**src/rtl/if_id_skid.sv**
```systemverilog
// IF/ID boundary buffer: head register plus one skid register, in-order, flushable.
// in_ready depends only on the state register, so fetch never sees a combinational path from decode.
module if_id_skid #(
  parameter int XLEN    = 32,
  parameter int INSTR_W = 32,
  parameter int CNT_W   = 16
) (
  input  logic               clock,
  input  logic               reset,
  input  logic               in_valid,
  output logic               in_ready,
  input  logic [XLEN-1:0]    in_pc,
  input  logic [INSTR_W-1:0] in_instr,
  input  logic               flush,
  output logic               out_valid,
  input  logic               out_ready,
  output logic [XLEN-1:0]    out_pc,
  output logic [INSTR_W-1:0] out_instr,
  output logic [1:0]         occupancy,
  output logic [CNT_W-1:0]   flush_cnt,
  output logic [CNT_W-1:0]   stall_cnt
);

  // Handshake: an entry moves on a port only in a cycle where valid and ready are both high
  // at the rising edge and flush is low; flush discards the offered entry and everything held.
  typedef enum logic [1:0] {
    EMPTY = 2'd0,
    ONE   = 2'd1,
    TWO   = 2'd2
  } state_t;

  localparam logic [CNT_W-1:0] CNT_ONE = CNT_W'(1);

  state_t             r_state;
  logic [XLEN-1:0]    r_head_pc;
  logic [INSTR_W-1:0] r_head_instr;
  logic [XLEN-1:0]    r_skid_pc;
  logic [INSTR_W-1:0] r_skid_instr;
  logic [CNT_W-1:0]   r_flush_cnt;
  logic [CNT_W-1:0]   r_stall_cnt;

  logic w_accept;
  logic w_pop;
  logic w_stall;

  always_comb begin
    in_ready  = (r_state != TWO);
    out_valid = (r_state != EMPTY);
    w_accept  = in_valid & in_ready & ~flush;
    w_pop     = out_valid & out_ready & ~flush;
    w_stall   = out_valid & ~out_ready & ~flush;
  end

  always_ff @(posedge clock) begin
    if (reset) begin
      r_state      <= EMPTY;
      r_head_pc    <= '0;
      r_head_instr <= '0;
      r_skid_pc    <= '0;
      r_skid_instr <= '0;
      r_flush_cnt  <= '0;
      r_stall_cnt  <= '0;
    end else begin
      // Flush clears validity only; the data registers keep their last contents.
      if (flush) begin
        r_state <= EMPTY;
      end else begin
        case (r_state)
          EMPTY: begin
            if (w_accept) begin
              r_state      <= ONE;
              r_head_pc    <= in_pc;
              r_head_instr <= in_instr;
            end
          end
          ONE: begin
            if (w_accept && w_pop) begin
              r_head_pc    <= in_pc;
              r_head_instr <= in_instr;
            end else if (w_accept) begin
              r_state      <= TWO;
              r_skid_pc    <= in_pc;
              r_skid_instr <= in_instr;
            end else if (w_pop) begin
              r_state <= EMPTY;
            end
          end
          TWO: begin
            if (w_pop) begin
              r_state      <= ONE;
              r_head_pc    <= r_skid_pc;
              r_head_instr <= r_skid_instr;
            end
          end
          default: r_state <= EMPTY;
        endcase
      end

      if (flush && (r_flush_cnt != '1))
        r_flush_cnt <= r_flush_cnt + CNT_ONE;
      if (w_stall && (r_stall_cnt != '1))
        r_stall_cnt <= r_stall_cnt + CNT_ONE;
    end
  end

  assign out_pc    = r_head_pc;
  assign out_instr = r_head_instr;
  assign occupancy = r_state;
  assign flush_cnt = r_flush_cnt;
  assign stall_cnt = r_stall_cnt;

endmodule

```
**config.mk**
```make
export PLATFORM = sky130hd
export DESIGN_NAME = if_id_skid
export DESIGN_NICKNAME = d
export VERILOG_FILES = /design/src/rtl/if_id_skid.sv
export SDC_FILE = /design/constraint.sdc
export NUM_CORES = 1
export LEC_CHECK = 0
export ABC_AREA = 1
export CELL_PAD_IN_SITES_DETAIL_PLACEMENT = 1
export CELL_PAD_IN_SITES_GLOBAL_PLACEMENT = 1
export CORE_MARGIN = 4
export CORE_UTILIZATION = 30
export DETAILED_ROUTE_END_ITERATION = 16
export GPL_TIMING_DRIVEN = 0
export PLACE_DENSITY = 0.83
export SLEW_MARGIN = 20
export SYNTH_ARGS = -nofsm -noshare
export SYNTH_HDL_FRONTEND = slang
export SYNTH_SLANG_ARGS = --single-unit
```
**constraint.sdc**
```tcl
create_clock -name clock -period 1.5 [get_ports clock]
set_clock_uncertainty 0.2 [all_clocks]
set_input_delay 0.3 -clock clock [delete_from_list [all_inputs] [get_ports clock]]
set_output_delay 0.3 -clock clock [all_outputs]
set_load 0.1 [all_outputs]
```
==> flow_metrics.env, run 1 <==
export IMPL_clk_pin_slew_ns=0.07
export IMPL_syn_nets=1112
export IMPL_timing_hold_ws_ns=0.0553
export IMPL_grt_max_degree=17
export IMPL_dp_cells=1527
export IMPL_pwr_share_comb=0.236
export IMPL_synth_area_sq_um=7160
export IMPL_fp_dieH_um=162
export IMPL_numClockSinks=162
export IMPL_crit_type="register to register"
export IMPL_grt_pass1_vias=8107
export IMPL_critPathArrivalTime_ns=2.01
export IMPL_p_seq_frac=0.377
export IMPL_cpMaxStageDelayCell="dfxtp_4"
export IMPL_final_util=0.526
export IMPL_power_total_mw=12.3
export IMPL_start_util=0.305
export IMPL_vdd_drop_max_uv=574
export IMPL_postSynthCellCount=1041
export IMPL_worst_slack_ns=-0.390
export IMPL_path_cells="inv_6 -> buf_6 -> nand2_8 -> nand2_4 -> a21oi_4 -> nand3_4 -> buf_12 -> buf_8 -> o21ai_1 -> nor2_1"
export IMPL_critical_path_required_ns=1.62
export IMPL_setup_violations=192
export IMPL_violations="setup timing"
export IMPL_wl_per_cell_um=18.5
export IMPL_vias=7912
export IMPL_nNetsFinal=1339
export IMPL_avgSynthCellArea_sq_um=6.88
export IMPL_synth_distinct_cells=30
export IMPL_die_w_um=162
export IMPL_cts_buffers=17
export IMPL_critPathBufInv=4
export IMPL_ios=169
export IMPL_period_share=1.26
export IMPL_port_buffer_count=167
export IMPL_ys_seq_area_frac=0.453
export IMPL_die_area_sq_um=26400
export IMPL_drive_above_1_share=0.361
export IMPL_critPathTopFamily="buffers and inverters"
export IMPL_root_buffer="clkbuf_16"
export IMPL_cellPowerDensity_nw_per_um2=997
export IMPL_insertion_delay_ns=0.43
export IMPL_htree_levels=4
export IMPL_viasPerCell=4.95
export IMPL_leakage_nw=4.70
export IMPL_layout_common_cells="nand2_1 (202), nor2_1 (196), buf_12 (104)"
export IMPL_ys_ff_latch=162
export IMPL_area_growth_pct=72.3
export IMPL_overflow=0
export IMPL_regArea_sq_um=3460
export IMPL_p_int_mw=8.34
export IMPL_track_usage=0.206
export IMPL_netSwitchingFraction=0.322
export IMPL_crit_fanout=10
export IMPL_n_fill_cell=2693
export IMPL_cap_violations=0
export IMPL_clock_path_buffers=2
export IMPL_max_freq_ghz=0.529
export IMPL_worstMarginPinSlew_ns=0.839
export IMPL_worstSetupEndpointType="register"
export IMPL_status="finished, violations left"
export IMPL_route_detailed_drc=0
export IMPL_synth_warnings=0
export IMPL_start_kind="register"
export IMPL_drtAntennaViolNets=0
export IMPL_routed_wl_um=29600
export IMPL_rsz0062_at_grt="true"
export IMPL_coreArea_sq_um=23500
export IMPL_slew_viol_final=0
export IMPL_grt_pass1_wl_um=43200
export IMPL_power_frac_clock=0.387
export IMPL_max_stage_delay_ns=0.37
export IMPL_final_cells=1600
export IMPL_antenna_found_initial=1
export IMPL_dr_pass1_iters=4
export IMPL_n_antenna_cell=0
export IMPL_hold_viol_final=0
export IMPL_power_switching_mw=3.96
export IMPL_hpwlAfterDp_um=18300
export IMPL_hp_class="input pin to register"
export IMPL_drtIter0Drc=405
export IMPL_multiInputGateArea_sq_um=3900
export IMPL_gp_congestion=0.850
export IMPL_max_slew_margin_rel=0.441
export IMPL_cts_tree="built"
export IMPL_rows=56
export IMPL_period_needed_ns=1.89
export IMPL_layout_commonest_cell="nand2_1"
## cell families after synthesis
group,share of synthesized area
buffers and inverters,0.0863
and+or+nand+nor,0.254
DFF,0.453
AOI/OAI and AO/OA,0.187
adders and majority gates,0.00350
xor gates and xnor gates,0.0159
## sequential cells by signal, indices dropped and copies added, names as in the netlist
signal / count
occupancy: 2
out_instr: 32
r_skid_pc: 32
flush_cnt: 16
r_skid_instr: 32
out_pc: 32
stall_cnt: 16
## final timing paths
check,slack [ns],start,end,depth (start not counted)
hold / removal,0.06,reset,stall_cnt[15],2
setup / recovery,-0.39,occupancy[0],out_pc[31],10
setup reg to reg,-0.39,occupancy[0],out_pc[31],10
hold reg to reg,0.25,r_skid_pc[25],r_skid_pc[25],2
## final cells by class
type / count / area share
sequential: 162 / 0.280
multi-input combinational: 741 / 0.316
timing repair buffer: 208 / 0.252
clock buffer: 20 / 0.0379
buffer: 60 / 0.0425
clock inverter: 12 / 0.0135
inverter: 78 / 0.0257
tap: 319 / 0.0324
## metrics by stage
stage | setup TNS (ns) | cell area (sq um) | setup slack [ns]
after floorplan | -32.32 | 7430 | -0.352
after CTS | -36.28 | 11700 | -0.375
after global placement | -188.27 | 9500 | -1.10
final | -41.85 | 12300 | -0.390
after detailed placement | -188.64 | 9500 | -1.12
after global routing | -52.03 | 12300 | -0.450
## cells in the mapped netlist (all sizes together)
| master | number | area share |
|---|---|---|
| buf | 35 | 0.032 |
| nor3 | 5 | 0.0035 |
| nand4 | 9 | 0.0087 |
| nand2 | 224 | 0.12 |
| xnor2 | 9 | 0.011 |
| xor2 | 4 | 0.0049 |
| dfxtp | 162 | 0.45 |
| a21boi | 1 | 0.0016 |
| ha | 2 | 0.0035 |
| clkinv | 2 | 0.0012 |
| nand3 | 16 | 0.012 |
| clkbuf | 25 | 0.013 |
| a21oi | 77 | 0.054 |
| nor3b | 1 | 0.0010 |
| o21a | 1 | 0.0010 |
| nor2 | 207 | 0.11 |
| o21ai | 185 | 0.13 |
| inv | 76 | 0.040 |
## timing repair
action,CTS,global route
hold buffers,0,0
setup buffers,13,23
hold endpoints to repair,0,0
endpoints found under the setup margin,260,235
cloned,2,3
resized for setup,1080,142
pin swaps,6,20
## power groups by stage
stage / clock network (mW) / registers, mW / logic (mW)
final: 4.76 / 4.63 / 2.91
after global routing: 5.03 / 4.65 / 3.04
after CTS: 4.80 / 4.64 / 2.74
after detailed placement: 0 / 4.63 / 2.30
after global placement: 0 / 4.62 / 2.27
after floorplan: 0 / 5.68 / 0.532
## metal layers
layer | up-vias | part of all wire | global-route usage
met4 | 2 | 0.018 | 0.0504
met1 | 3880 | 0.40 | 0.239
li1 | 3808 | - | -
met3 | 39 | 0.047 | 0.0483
met5 | - | 0.00064 | 0
met2 | 183 | 0.54 | 0.382
Power figures use the tool's default switching activity.
==> run 2: changes to the inputs <==
- ABC_AREA: 1 -> not set
- PLACE_DENSITY: 0.83 -> 0.8
==> run 2 against run 1 <==
Global-route usage rose by 2.9 points. Critical path type unchanged. The flow still finishes with violations (setup timing). Combinational power is 10% lower. Worst setup slack worse by 0.094 ns. Register-to-register slack got worse by 0.09 ns. Largest power group is now sequential cells. Clock power decreased by 6.7%.
==> flow_metrics.env, run 2 <==
export IMPL_status="finished, violations left"
export IMPL_violations="setup timing"
export IMPL_ys_seq_area_frac=0.454
export IMPL_vias=7967
export IMPL_synth_edf_count=0
export IMPL_slew_viol_final=0
export IMPL_path_cells="buf_6 -> nor2b_4 -> a2bb2oi_4 -> buf_12 -> clkbuf_16 -> or3_4 -> a21oi_2"
export IMPL_grt_pass1_vias=8410
export IMPL_worst_slack_ns=-0.484
export IMPL_leakage_nw=5.45
export IMPL_route_detailed_drc=0
export IMPL_numClockSinks=162
export IMPL_synth_warnings=0
export IMPL_holdPathStages=3
export IMPL_rr_worst_depth=7
export IMPL_worstMarginPinSlew_ns=0.661
export IMPL_wl_per_cell_um=24.6
export IMPL_hold_viol_final=0
export IMPL_r2r_end="out_instr[9]"
export IMPL_hp_class="input pin to register"
export IMPL_holdCritStartpoint="in_pc[5]"
export IMPL_clock_path_buffers=2
export IMPL_rrSetupSlack_ns=-0.48
export IMPL_insertion_delay_ns=0.44
export IMPL_die_area_sq_um=26400
export IMPL_synth_area_sq_um=7150
export IMPL_placed_cell_area_sq_um=9600
export IMPL_final_util=0.591
export IMPL_rsz0062_at_grt="true"
export IMPL_synth_area_leader_cell="dfxtp_1"
export IMPL_htree_levels=4
export IMPL_p_int_mw=7.78
export IMPL_period_needed_ns=1.98
export IMPL_synth_ff_type="dfxtp_1"
export IMPL_power_switching_mw=3.79
export IMPL_synth_common_cells="dfxtp_1 (162), a21oi_1 (144), nand2_1 (140)"
export IMPL_viasPerCell=5.39
export IMPL_synthArstFlopShare=0
export IMPL_nNetsFinal=1217
export IMPL_timing_hold_ws_ns=0.237
export IMPL_start_kind="register"
export IMPL_n_fill_cell=2387
export IMPL_r2r_start="occupancy[1]"
export IMPL_start_util=0.305
export IMPL_root_buffer="clkbuf_16"
export IMPL_clk_pin_slew_ns=0.07
export IMPL_yosys_cell_count_top_type="dfxtp_1"
export IMPL_port_buffer_count=167
export IMPL_n_antenna_cell=0
export IMPL_grt_max_degree=17
export IMPL_gp_congestion=0.816
export IMPL_layout_commonest_cell="buf_12"
export IMPL_postSynthCellCount=849
export IMPL_vdd_drop_max_uv=585
export IMPL_drtAntennaViolNets=0
export IMPL_fp_dieH_um=162
export IMPL_rows=56
export IMPL_synth_area_leaders="dfxtp_1 (45%), a21oi_1 (10%), mux2i_1 (9.5%), nand2_1 (7.3%), or3_1 (6.3%)"
export IMPL_overflow=0
export IMPL_cap_violations=0
export IMPL_cts_buffers=17
export IMPL_critical_path_required_ns=1.66
export IMPL_whs_endpoint="r_skid_pc[5]"
export IMPL_area_growth_pct=94.2
export IMPL_track_usage=0.235
export IMPL_critPathArrivalTime_ns=2.14
export IMPL_power_frac_clock=0.384
export IMPL_max_stage_delay_ns=0.38
export IMPL_ys_ff_latch=162
export IMPL_dr_pass1_iters=4
export IMPL_met2_length_um=19600
export IMPL_drive_above_1_share=0.536
export IMPL_hpwlAfterDp_um=18300
export IMPL_finish_instance_area_sq_um=13900
export IMPL_grt_pass1_wl_um=48600
export IMPL_period_share=1.32
export IMPL_coreArea_sq_um=23500
export IMPL_max_slew_margin_rel=0.559
export IMPL_wl_met1_um=13900
export IMPL_routed_wl_um=36400
export IMPL_top_layer="met4"
export IMPL_drtIter0Drc=411
export IMPL_p_seq_frac=0.391
export IMPL_antenna_found_initial=0
export IMPL_cellPowerDensity_nw_per_um2=834
export IMPL_synth_distinct_cells=50
export IMPL_worstSetupEndpointType="register"
export IMPL_layout_common_cells="buf_12 (110), nand2_1 (104), a21oi_2 (88)"
export IMPL_cts_tree="built"
export IMPL_syn_nets=920
export IMPL_ios=169
export IMPL_netSwitchingFraction=0.328
export IMPL_die_w_um=162
export IMPL_crit_fanout=8
export IMPL_dr_wl_met3_um=1710
export IMPL_avgSynthCellArea_sq_um=8.42
export IMPL_synth_top_area_share=0.454
export IMPL_cpMaxStageDelayCell="dfxtp_4"
export IMPL_setup_violations=200
export IMPL_crit_type="register to register"
export IMPL_pwr_share_comb=0.226
export IMPL_max_freq_ghz=0.504
[run 2: cell count changes after synthesis, sizes merged, moves of 10 or more]
cell | previous run | this run
nor2 | 207 | 16
or3 | 0 | 72
o21ai | 185 | 72
nand2 | 224 | 140
nor2b | 0 | 10
mux2i | 0 | 68
inv | 76 | 4
a21oi | 77 | 144
clkbuf | 25 | 41
[run 2: worst max path at each step]
stage,from,end,slack (ns),cells after the start
floorplan,occupancy[0],stall_cnt[6],-0.50,5
global placement,reset,out_pc[21],-1.42,5
detailed placement,reset,out_pc[20],-1.56,5
CTS,occupancy[1],out_pc[12],-0.39,6
global route,occupancy[1],r_skid_pc[7],-0.54,10
finish,occupancy[1],out_instr[9],-0.48,7
[run 2: kinds of logic after synthesis]
kind of cell | Yosys count | synth area share
simple gates | 292 | 0.206
compound gates | 238 | 0.177
xor+xnor | 3 | 0.00368
flops | 162 | 0.454
fa+ha+maj | 2 | 0.00350
mux | 77 | 0.109
buf+inv | 75 | 0.0478
[run 2: power groups by stage]
stage,registers (mW),clock network [mW],logic [mW]
after CTS,4.52,4.36,2.34
after global placement,4.54,0,1.86
after floorplan,5.28,0,0.498
after detailed placement,4.55,0,1.88
after global routing,4.53,4.66,2.70
final,4.52,4.44,2.61
[run 2: area by class of cell]
class                   instances  area (sq um)  share of cell area
plain buffers                  64           677              0.0488
flip-flops and latches        162          3480               0.251
repair buffers                283          3990               0.287
well taps                     319           399              0.0287
inverters                       4          15.0             0.00108
clock buffers                  18           439              0.0316
clock inverters                14           126             0.00910
multi-input cells             614          4760               0.343
[run 2: routing by layer]
layer | up-vias | GRT usage
met5 | - | 0
met4 | 0 | 0.0730
met3 | 88 | 0.0569
met2 | 252 | 0.426
met1 | 3996 | 0.273
li1 | 3631 | -
[run 2: per-stage QoR]
step	worst slack, ns	TNS, ns	power (mW)	cells
after detailed placement	-1.56	-244.70	6.43	1335
after CTS	-0.390	-49.82	11.2	1441
final	-0.484	-65.38	11.6	1478
after global placement	-1.42	-233.81	6.40	1335
after global routing	-0.542	-75.22	11.9	1478
after floorplan	-0.497	-39.47	5.78	849
[run 2: timing repair]
item,in CTS,in global routing
cloned,16,3
endpoints found under the setup margin,262,221
hold buffers,0,0
pin swaps,53,127
gates resized for setup,1146,244
setup buffers,59,48
[run 2: worst max-delay path, delay by kind of cell, from the launching register on]
family	cells	cell delay [ns]
AND/OR/NAND/NOR	2	0.52
buffers and inverters	3	0.50
flip-flops	1	0.38
AO/OA/AOI/OAI	2	0.30
==> run 3: changes to the inputs <==
--- a/config.mk
+++ b/config.mk
@@ -12,6 +12,5 @@
 export DETAILED_ROUTE_END_ITERATION = 16
 export GPL_TIMING_DRIVEN = 0
-export PLACE_DENSITY = 0.8
-export SLEW_MARGIN = 20
+export PLACE_DENSITY_LB_ADDON = 0.1
 export SYNTH_ARGS = -nofsm -noshare
 export SYNTH_HDL_FRONTEND = slang
==> constraint.sdc (replaced) <==
create_clock -name clock -period 1.5 [get_ports clock]
set_clock_uncertainty 0.2 [all_clocks]
set_input_delay 0.45 -clock clock [delete_from_list [all_inputs] [get_ports clock]]
set_output_delay 0.45 -clock clock [all_outputs]
set_load 0.1 [all_outputs]
==> run 3 against run 2 <==
The flow still finishes with violations (setup timing). Clock power is essentially flat. Maximum frequency shrank 2.3%. Worst setup slack lost 0.046 ns. Via count shrank 4.1%. Combinational power is essentially flat. Total power shrank 0.39%. First-iteration DRC count shrank 5.6%. Non-clock buffer count grew 10. Largest cell class is now buffers. Final cell count grew 0.61%.
==> flow_metrics.env, run 3 (synthesis results as in run 2) <==
export IMPL_wl_per_cell_um=21.1
export IMPL_rows=56
export IMPL_port_buffer_count=167
export IMPL_final_cells=1487
export IMPL_area_growth_pct=93.7
export IMPL_n_antenna_cell=0
export IMPL_vdd_drop_max_uv=614
export IMPL_period_needed_ns=2.03
export IMPL_fin_tns_setup_ns=-66.19
export IMPL_route_detailed_drc=0
export IMPL_critPathArrivalTime_ns=1.38
export IMPL_drive_above_1_share=0.511
export IMPL_hpwlAfterDp_um=17800
export IMPL_htree_levels=4
export IMPL_start_kind="register"
export IMPL_cp_common_cell="buf_16"
export IMPL_grt_pass1_wl_um=42600
export IMPL_overflow=0
export IMPL_insertion_delay_ns=0.43
export IMPL_max_slew_margin_rel=0.553
export IMPL_max_stage_delay_ns=0.36
export IMPL_numClockSinks=162
export IMPL_viasPerCell=5.14
export IMPL_grt_pass1_vias=7542
export IMPL_dp_slack_ns=-1.63
export IMPL_root_buffer="clkbuf_16"
export IMPL_coreArea_sq_um=23500
export IMPL_ios=169
export IMPL_worstMarginPinSlew_ns=0.670
export IMPL_cellPowerDensity_nw_per_um2=832
export IMPL_crit_fanout=4
export IMPL_regArea_sq_um=3500
export IMPL_timing_hold_ws_ns=0.188
export IMPL_gp_congestion=0.775
export IMPL_path_cells="nand2b_4 -> buf_12 -> buf_16 -> buf_16"
export IMPL_start_util=0.305
export IMPL_fp_dieH_um=162
export IMPL_clock_path_buffers=2
export IMPL_dp_cells=1335
export IMPL_postCtsHoldBufs=0
export IMPL_holdPathStages=2
export IMPL_vias=7638
export IMPL_multiInputGateArea_sq_um=4560
export IMPL_max_freq_ghz=0.493
export IMPL_worst_slack_ns=-0.530
export IMPL_setup_violations=262
export IMPL_track_usage=0.205
export IMPL_slew_viol_final=0
export IMPL_antenna_found_initial=3
export IMPL_worstSetupEndpointType="output pin"
export IMPL_clk_pin_slew_ns=0.07
export IMPL_dr_pass1_iters=6
export IMPL_nNetsFinal=1226
export IMPL_period_share=1.35
export IMPL_die_area_sq_um=26400
export IMPL_leakage_nw=5.49
export IMPL_violations="setup timing"
export IMPL_cap_violations=0
export IMPL_cts_tree="built"
export IMPL_drtAntennaViolNets=0
export IMPL_drtIter0Drc=388
export IMPL_hp_class="input pin to register"
export IMPL_rr_worst_depth=8
export IMPL_routed_wl_um=31400
export IMPL_critical_path_required_ns=0.85
export IMPL_cpMaxStageDelayCell="dfxtp_4"
export IMPL_rsz0062_at_grt="true"
export IMPL_grt_max_degree=17
export IMPL_die_w_um=162
export IMPL_layout_common_cells="buf_12 (112), nand2_1 (94), a21oi_1 (87)"
export IMPL_crit_type="register to output pin"
export IMPL_hold_viol_final=0
export IMPL_status="finished, violations left"
export IMPL_cts_buffers=17
export IMPL_layout_commonest_cell="buf_12"
export IMPL_n_fill_cell=2466
==> run 3: cell types whose count changed in the layout (fill, tap and decap cells not counted), moves of 4 or more <==
cell,delta
o21ai_1,-8
buf_8,+4
or3_1,+14
a21oi_1,+33
dfxtp_2,-8
o21ai_2,+7
buf_6,-15
buf_4,+17
a21oi_2,-34
dfxtp_4,+8
nand2_1,-10
or3_4,-14
nand2_2,+13
==> run 3: critical path, delay by kind of cell (launching register included) <==
family | cells | cell delay, ns
and+or+nand+nor | 1 | 0.16
DFF | 1 | 0.36
buffers and inverters | 3 | 0.41
==> run 3: layout make-up <==
| type | count | share of cell area |
|---|---|---|
| well taps | 319 | 0.0288 |
| clock buffers | 22 | 0.0350 |
| clock inverters | 10 | 0.00696 |
| flip-flops and latches | 162 | 0.253 |
| plain buffers | 67 | 0.0507 |
| repair buffers | 290 | 0.295 |
| multi-input cells | 613 | 0.329 |
| inverters | 4 | 0.00108 |
==> run 3: worst paths after layout <==
check                start            end  slack [ns]
max           occupancy[0]       in_ready       -0.53
min              out_ready   occupancy[1]        0.19
max reg2reg   occupancy[0]  out_instr[22]       -0.51
min reg2reg  r_skid_pc[31]  r_skid_pc[31]        0.26
==> run 3: repair_timing <==
item | 4_1_cts | 5_1_grt
gates cloned | 10 | 10
hold endpoints to repair | 0 | 0
pin swaps | 34 | 60
endpoints found under the setup margin | 262 | 262
setup buffers | 48 | 58
gates resized for setup | 1117 | 253
==> run 3: report_power, final <==
group | total (mW) | internal (mW) | switching [mW] | leakage [nW]
logic | 2.61 | 1.11 | 1.51 | 3.83
clock network | 4.41 | 2.49 | 1.92 | 0.283
registers | 4.50 | 4.37 | 0.138 | 1.37
==> run 3: metrics by stage <==
step	power, mW	instance area (sq um)	util
after floorplan	5.78	7520	-
after global routing	11.9	13900	0.590
after global placement	6.42	9590	0.409
after CTS	11.3	12300	0.524
final	11.5	13900	0.590
after detailed placement	6.43	9590	0.409
==> run 3: routing by layer <==
metal	vias up	part of all wire	wire [um]	track usage
li1	3637	-	-	-
met1	3782	0.41	13000	0.254
met2	166	0.53	16600	0.362
met3	47	0.038	1190	0.0448
met4	6	0.018	575	0.0488
met5	-	0.0014	44	0
